--- config.mk ---
export PLATFORM = sky130hd
export DESIGN_NAME = crc_scheduler
export DESIGN_NICKNAME = d
export VERILOG_FILES = /design/src/rtl/crc_sched_pkg.sv /design/src/rtl/crc_lfsr.sv /design/src/rtl/crc_scheduler.sv
export SDC_FILE = /design/constraint.sdc
export NUM_CORES = 1
export LEC_CHECK = 0
export CELL_PAD_IN_SITES_DETAIL_PLACEMENT = 0
export CELL_PAD_IN_SITES_GLOBAL_PLACEMENT = 1
export CORE_MARGIN = 2
export CORE_UTILIZATION = 33
export DETAILED_ROUTE_END_ITERATION = 8
export GPL_TIMING_DRIVEN = 0
export HOLD_SLACK_MARGIN = 0.12
export PLACE_DENSITY_LB_ADDON = 0.25
export SLEW_MARGIN = 10
export SYNTH_ARGS = -nofsm -noshare
export SYNTH_HDL_FRONTEND = slang
export SYNTH_SLANG_ARGS = --single-unit
export TNS_END_PERCENT = 5
--- constraint.sdc ---
create_clock -name clk -period 2.4 [get_ports clk]
set_clock_uncertainty 0.15 [all_clocks]
set_input_delay 0.48 -clock clk [delete_from_list [all_inputs] [get_ports clk]]
set_output_delay 0.48 -clock clk [all_outputs]
set_load 0.01 [all_outputs]
--- src/rtl/crc_sched_pkg.sv ---
// Shared definitions for the CRC-5 scheduler: FSM state type, default
// polynomial/width, and the single-bit LFSR step.
package crc_sched_pkg;

  localparam int              CRC_W    = 5;
  localparam logic [CRC_W-1:0] CRC_POLY = 5'b00101;

  typedef enum logic [1:0] {
    ST_IDLE  = 2'd0,
    ST_SHIFT = 2'd1,
    ST_DONE  = 2'd2
  } state_e;

  // MSB-first step; poly omits the implicit x^CRC_W term.
  function automatic logic [CRC_W-1:0] crc_step(input logic [CRC_W-1:0] crc,
                                                input logic             din,
                                                input logic [CRC_W-1:0] poly);
    logic fb;
    fb = crc[CRC_W-1] ^ din;
    return {crc[CRC_W-2:0], 1'b0} ^ (fb ? poly : '0);
  endfunction

endpackage

--- src/rtl/crc_lfsr.sv ---
// Bit-serial CRC register: clear has priority over enable, one bit per
// enabled cycle.
module crc_lfsr
  import crc_sched_pkg::*;
#(
  parameter logic [CRC_W-1:0] POLY = CRC_POLY
) (
  input  logic             clk,
  input  logic             reset,
  input  logic             clr,
  input  logic             en,
  input  logic             din,
  output logic [CRC_W-1:0] crc
);

  logic [CRC_W-1:0] crc_q;

  always_ff @(posedge clk) begin
    if (reset) begin
      crc_q <= '0;
    end else if (clr) begin
      crc_q <= '0;
    end else if (en) begin
      crc_q <= crc_step(crc_q, din, POLY);
    end
  end

  assign crc = crc_q;

endmodule

--- src/rtl/crc_scheduler.sv ---
// Round-robin sharing of one bit-serial CRC-5 engine between NREQ requesters.
// Optional completed-job counter enabled by defining CRC_SCHED_STATS_EN.
module crc_scheduler
  import crc_sched_pkg::*;
#(
  parameter int               NREQ = 4,
  parameter int               DW   = 4,
  parameter int               CW   = CRC_W,
  parameter logic [CRC_W-1:0] POLY = CRC_POLY,
  localparam int              IDW  = $clog2(NREQ)
) (
  input  logic               clk,
  input  logic               reset,
  input  logic [NREQ-1:0]    req_valid,
  input  logic [NREQ*DW-1:0] req_data,
  output logic [NREQ-1:0]    req_ready,
  output logic               rsp_valid,
  output logic [IDW-1:0]     rsp_id,
  output logic [CW-1:0]      rsp_crc,
  input  logic               rsp_ready
`ifdef CRC_SCHED_STATS_EN
  ,
  output logic [15:0]        done_count
`endif
);

  localparam int CNTW = (DW > 1) ? $clog2(DW) : 1;

  state_e          state_q, state_d;
  logic [IDW-1:0]  rr_ptr_q, rr_ptr_d;
  logic [IDW-1:0]  grant_q, grant_d;
  logic [DW-1:0]   data_q, data_d;
  logic [CNTW-1:0] bitcnt_q, bitcnt_d;
  logic [CW-1:0]   rsp_crc_q, rsp_crc_d;

  logic            any_valid;
  logic [IDW-1:0]  sel;
  logic            lfsr_clr, lfsr_en;
  logic [CW-1:0]   lfsr_crc;

  // Walk downward so the lowest offset from rr_ptr is the one left in sel.
  always_comb begin
    any_valid = 1'b0;
    sel       = '0;
    for (int k = NREQ - 1; k >= 0; k--) begin
      int idx;
      idx = int'(rr_ptr_q) + k;
      if (idx >= NREQ) idx = idx - NREQ;
      if (req_valid[IDW'(idx)]) begin
        any_valid = 1'b1;
        sel       = IDW'(idx);
      end
    end
  end

  always_comb begin
    state_d   = state_q;
    rr_ptr_d  = rr_ptr_q;
    grant_d   = grant_q;
    data_d    = data_q;
    bitcnt_d  = bitcnt_q;
    rsp_crc_d = rsp_crc_q;
    req_ready = '0;
    lfsr_clr  = 1'b0;
    lfsr_en   = 1'b0;
    case (state_q)
      ST_IDLE: begin
        if (any_valid && !reset) begin
          req_ready[sel] = 1'b1;
          grant_d        = sel;
          data_d         = req_data[int'(sel)*DW +: DW];
          bitcnt_d       = '0;
          lfsr_clr       = 1'b1;
          state_d        = ST_SHIFT;
        end
      end
      ST_SHIFT: begin
        lfsr_en = 1'b1;
        data_d  = {data_q[DW-2:0], 1'b0};
        if (bitcnt_q == CNTW'(DW - 1)) begin
          bitcnt_d = '0;
          state_d  = ST_DONE;
        end else begin
          bitcnt_d = bitcnt_q + 1'b1;
        end
      end
      ST_DONE: begin
        if (rsp_ready) begin
          rr_ptr_d  = (grant_q == IDW'(NREQ - 1)) ? '0 : grant_q + 1'b1;
          rsp_crc_d = lfsr_crc;
          state_d   = ST_IDLE;
        end
      end
      default: state_d = ST_IDLE;
    endcase
  end

  always_ff @(posedge clk) begin
    if (reset) begin
      state_q   <= ST_IDLE;
      rr_ptr_q  <= '0;
      grant_q   <= '0;
      data_q    <= '0;
      bitcnt_q  <= '0;
      rsp_crc_q <= '0;
    end else begin
      state_q   <= state_d;
      rr_ptr_q  <= rr_ptr_d;
      grant_q   <= grant_d;
      data_q    <= data_d;
      bitcnt_q  <= bitcnt_d;
      rsp_crc_q <= rsp_crc_d;
    end
  end

  crc_lfsr #(
    .POLY (POLY)
  ) u_lfsr (
    .clk   (clk),
    .reset (reset),
    .clr   (lfsr_clr),
    .en    (lfsr_en),
    .din   (data_q[DW-1]),
    .crc   (lfsr_crc)
  );

  // The LFSR is cleared by the next grant, so the last result is kept aside.
  assign rsp_valid = (state_q == ST_DONE);
  assign rsp_id    = grant_q;
  assign rsp_crc   = rsp_valid ? lfsr_crc : rsp_crc_q;

`ifdef CRC_SCHED_STATS_EN
  logic [15:0] done_count_q;

  always_ff @(posedge clk) begin
    if (reset) begin
      done_count_q <= '0;
    end else if (state_q == ST_DONE && rsp_ready) begin
      done_count_q <= done_count_q + 16'd1;
    end
  end

  assign done_count = done_count_q;
`endif

endmodule

; ---- Word level (Yosys, flattened, before mapping)
; Index checks and enable logic that the tools add are counted.
[word_totals]
output_inout_bits = 12
elab_cells = 89
register_bits = 22
in_bits = 23
[op_classes]
n_bitwise = 2
eq_ne = 7
n_addsub = 9
n_lt_le_gt_ge = 10
shift = 1
muxes = 43
reduce_logical = 10
[op_table]
columns = op, n
row1 = 2-bit two-way mux, 14
row2 = "2-bit by 4-bit < comparator with 1-bit output, second input constant", 4
row3 = 1-bit two-way mux, 16
row4 = 16-bit by 5-bit variable part select with 4-bit output, 1
row5 = 4-bit two-way mux, 3
row6 = "3-bit >= comparator, second input constant", 3
row7 = 1-bit binary-select mux with 2-bit select, 4
row8 = 4-bit one-hot mux with 2 select lines, 1
row9 = "2-bit by 1-bit subtractor with 2-bit output, second input constant", 4
row10 = "2-bit by 2-bit adder with 3-bit output, second input constant", 2
row11 = "2-bit equality test, second input constant", 3
row12 = 2-bit one-hot mux with 3 select lines, 1
row13 = 2-bit AND reduction, 3
row14 = 5-bit two-way mux, 1
row15 = 5-bit bitwise XOR, 1
row16 = "2-bit by 1-bit adder with 2-bit output, second input constant", 2
row17 = "2-bit != test, second input constant", 2
row18 = 2-bit one-hot mux with 2 select lines, 1
row19 = "2-bit by 1-bit adder with 3-bit output, second input constant", 1
row20 = "2-bit by 3-bit >= comparator with 1-bit output, second input constant", 1
row21 = "2-bit by 3-bit < comparator with 1-bit output, second input constant", 1
row22 = 3-bit two-way mux, 1
row23 = 3-bit AND reduction, 1
row24 = 1-bit demux with 2-bit select, 1
row25 = 9 further kinds, 10

; ---- Depth between registers and ports, before layout
[logic_depth]
ltp_word = 16
mapped_depth = 6

; ---- By module
; From an unflattened synthesis, not the netlist that was laid out.
[unflattened]
hier_cells = 136
hier_area_um2 = 1192.4
[modules_own_cells]
columns = module, cells_each, n_inst, area_each_um2
row1 = crc_scheduler, 115, 1, 984.7
row2 = crc_lfsr, 21, 1, 207.7

; ---- Least setup slack after synthesis
; No wires, ideal clock.
[synth_timing]
kind = input port to output port
from = in req_valid[3]
to = out req_ready[0]
cell_stages = 5
required_ns = 1.770
arrival_time_ns = 1.453
slack_ns = 0.317
cell_sequence = or4_4 > nand2_2 > nor2_1 > nand2b_1 > nor2_1
[synth_between]
elab_chain_len = 13
elab_cells_between_ends = 28
cone_classes = order compare (2) / mux (24) / reduce/logical (2)
[synth_rtl]
columns = item, line_no
row1 = "start, declared", crc_scheduler.sv:14  ; input logic [NREQ-1:0] req_valid,
row2 = 1-bit binary-select mux with 2-bit select, crc_scheduler.sv:49  ; if (req_valid[IDW'(idx)]) begin
row3 = 1-bit two-way mux (implied by the code) (2 in series), crc_scheduler.sv:49
row4 = 2-bit two-way mux (4 in series), crc_scheduler.sv:49
row5 = 2-bit by 3-bit < comparator with 1-bit output (implied by the code) / 2-bit by 1-bit >= comparator with 1-bit output (equally long branches), crc_scheduler.sv:69  ; req_ready[sel] = 1'b1;
row6 = 1-bit logical AND (implied by the code), crc_scheduler.sv:69
row7 = 1-bit two-way mux (implied by the code), crc_scheduler.sv:69
row8 = 1-bit demux with 2-bit select, crc_scheduler.sv:69
row9 = 4-bit two-way mux (*), crc_scheduler.sv:68  ; if (any_valid && !reset) begin
row10 = 4-bit two-way mux (*), crc_scheduler.sv:66  ; case (state_q)
row11 = "end, declared", crc_scheduler.sv:16  ; output logic [NREQ-1:0] req_ready,
; Every way passes the cells marked *; elsewhere a longest branch is shown, timed or not. The select of a mux whose other input is x is not followed.

; ---- Worst setup path after layout
[layout_timing]
from = in req_valid[0]
to = out req_ready[1]
; Same word-level chain as after synthesis.

==> out/qor.yml <==
drt:
  wire_per_inst_um: 12.2
  drt-total-wl_um: 2860
  first_pass_iters: 4
  via_count: 1126
  vias_per_cell: 4.79
  drtIter0Drc: 47
  drc: 0
  antenna_left: 0
sta:
  hold_viol_final: 0
  post-route-min-period_ns: 2.30
  holdWs_ns: 0.316
  setup_viol: 0
  maxSlewViolCount: 0
  fin_crit_sh_pct: 96.0
  tightest_slew_ns: 0.489
  fmax_mhz: 434
  finalSetupTns_ns: 0
  max_slew_margin_pct: 67.4
  rsz0062_at_grt: "true"
clock_tree:
  path_clk_slew_ns: 0.12
  insertion_delay_ns: 0.31
  tritoncts: "built"
  cts_buffer_depth: 2
  cts_max_level: 1
  clockRootBuffer: "clkbuf_4"
  cts_buffers: 3
  numClockSinks: 22
run:
  max_cap_viol_count: 0
global_route:
  grtUsageTotal_pct: 15.0
  top_usage_layer: "met2"
  first_global_vias: 1105
  use_met1_pct: 18.8
  antenna_found_initial: 0
  grt_max_degree: 14
  use_met3_pct: 4.32
  use_met2_pct: 25.9
  grt_pass1_wl_um: 4840
  globalRouteOverflowTotal: 0
floorplanning:
  core-area_sq_um: 3340
  pin_count: 35
  die_y_um: 62.8
  die_x_um: 62.8
  fp-row-count: 21
  fp.dieArea_sq_um: 3940
  start_util_pct: 34.2
layout:
  antennaDiodeCount: 0
  final_cells: 235
  drive_above_1_share_pct: 16.9
  nNetsFinal: 215
  postLayoutCoreUtil_pct: 48.7
  area_delta_synth_final_pct: 42.5
  num-fill-cells: 345
critical_path:
  r2r_slack_ns: 0.64
  cp.required_ns: 1.77
  reg2reg_to: "data_q[1]$_SDFFE_PP0P_"
  r2r-start: "state_q[0]$_SDFFE_PP0P_"
  arrival_ns: 1.67
  endpoint_kind: "primary output"
  startpoint_type: "input pin"
  cp_max_fo: 4
  cp-endpoint: "req_ready[1]"
  crit_start: "req_valid[0]"
  worstRegToRegCells: 5
  crit_type: "in -> out"
placement:
  place.port_buffers: 32
  gp_congestion: 0.731
  place_hpwl_um: 2150
  post-place-cells: 223
yosys:
  netlist_instances: 145
  synth_edf_count: 0
  yosys.area.top_type: "dfxtp_1"
  syn_avg_cell_area_sq_um: 7.87
  synth_commonest_cells: "nand2_1, dfxtp_1, a21oi_1, nor2_1, mux2i_1"
  yosysMostFrequentCell: "nand2_1"
  synth_seq_area_share_pct: 38.6
  synth-async-reset-ratio_pct: 0
  yosys_most_used_dff: "dfxtp_1"
  yosysTopAreaCellShare_pct: 38.6
  yosys_warnings: 0
  syn_nets: 170
  post_synth_num_cell_types: 27
  netlist_area_sq_um: 1140
  synthTopCellsByArea: "dfxtp_1, nand2_1, mux2i_1, a21oi_1, nor2_1"
  ys_ff_latch: 22
power:
  vdd_drop_max_mv: 0.426
  powerDensity_nw_per_um2: 463
  p_leak_nw: 0.637
  power.total_uw: 753
outcome:
  status: "finished clean"
hold_path:
  hold_class: "reg -> reg"
## metrics by stage
step	area [sq um]	setup WS, ns
final	1630	0.0954
after global routing	1630	-0.00627
after CTS	1620	0.0146
after detailed placement	1520	-0.740
after global placement	1520	-0.724
after floorplan	1140	0.317
## timing repair
item | 4_1_cts | 5_1_grt
hold endpoints to repair | 0 | 0
hold buffers | 0 | 0
endpoints found under the setup margin | 10 | 5
resized for setup | 27 | 10
pin swaps | 2 | 1
buffers inserted | 9 | 0
## worst max-delay path: stages
cell      delay [ns]
clkbuf_2        0.11
or4_4           0.56
nand2_4         0.07
nor2_1          0.05
nand2b_1        0.14
buf_6           0.11
nor2_1          0.03
buf_2           0.13
## how the worst min path moves through the flow
stage	start	end	depth (start not counted)
2_1_floorplan	rsp_crc_q[0]$_SDFFE_PP0P_	rsp_crc_q[0]$_SDFFE_PP0P_	2
3_3_place_gp	rsp_crc_q[3]$_SDFFE_PP0P_	rsp_crc_q[3]$_SDFFE_PP0P_	2
3_5_place_dp	rsp_crc_q[3]$_SDFFE_PP0P_	rsp_crc_q[3]$_SDFFE_PP0P_	2
4_1_cts	rsp_crc_q[3]$_SDFFE_PP0P_	rsp_crc_q[3]$_SDFFE_PP0P_	2
5_1_grt	rsp_crc_q[0]$_SDFFE_PP0P_	rsp_crc_q[0]$_SDFFE_PP0P_	2
6_report	rsp_crc_q[0]$_SDFFE_PP0P_	rsp_crc_q[0]$_SDFFE_PP0P_	2
## power breakdown
group,internal [mW],switching [mW]
logic,0.0850,0.0714
clock network,0.0927,0.112
registers,0.379,0.0123
total,0.557,0.196
## layout make-up
type	instances	area, sq um	area share, %
Inverter	3	16.3	1.00
Buffer	5	27.5	1.69
Sequential cell	22	445	27.4
Clock buffer	4	36.3	2.23
Tap cell	46	57.6	3.54
Timing Repair Buffer	41	362	22.2
Multi-Input combinational cell	114	682	41.9
## cells in the final DEF (no fill, tap or decap), types with 2 or more instances in the layout
master | Yosys | layout
dfxtp_1 | 22 | 20
buf_6 | 1 | 2
nand2b_1 | 4 | 3
clkbuf_1 | 4 | 3
nor3_1 | 3 | 3
buf_2 | 1 | 4
a21oi_1 | 17 | 17
xor2_1 | 2 | 2
inv_1 | 2 | 2
clkbuf_4 | 0 | 3
o221ai_1 | 4 | 4
nand3b_1 | 2 | 2
clkdlybuf4s15_1 | 0 | 2
clkdlybuf4s50_1 | 0 | 24
ha_1 | 2 | 2
a22oi_1 | 3 | 3
nor2_1 | 15 | 14
nand2_1 | 33 | 32
clkbuf_2 | 0 | 3
mux2i_1 | 11 | 11
nand3_1 | 7 | 7
buf_4 | 0 | 8
or2_0 | 3 | 3
## flip-flops by register name, summed over array words and instances (netlist names)
signal and count:
rr_ptr_q 2, u_lfsr.crc 5, rsp_crc_q 5, rsp_id 2, bitcnt_q 2, data_q 4, state_q 2
## kinds of logic (layout without fill, tap and decap cells)
kind of cell	after synthesis	in the layout	share of synthesized area, %
adder cells (fa/ha/maj)	2	2	2.19
buffers and inverters	9	53	3.73
AND/OR/NAND/NOR	72	72	28.9
XOR/XNOR	2	2	1.54
multiplexers	11	11	9.65
flip-flops	22	22	38.6
AO/OA/AOI/OAI	27	27	15.4
## layer usage
metal  share of wire [%]  routed length, um
met1                  49               1390
met3                 3.5                101
met2                  47               1350
met5                   0                  0
met4                0.74                 21
(Power assumes the default switching activity.)
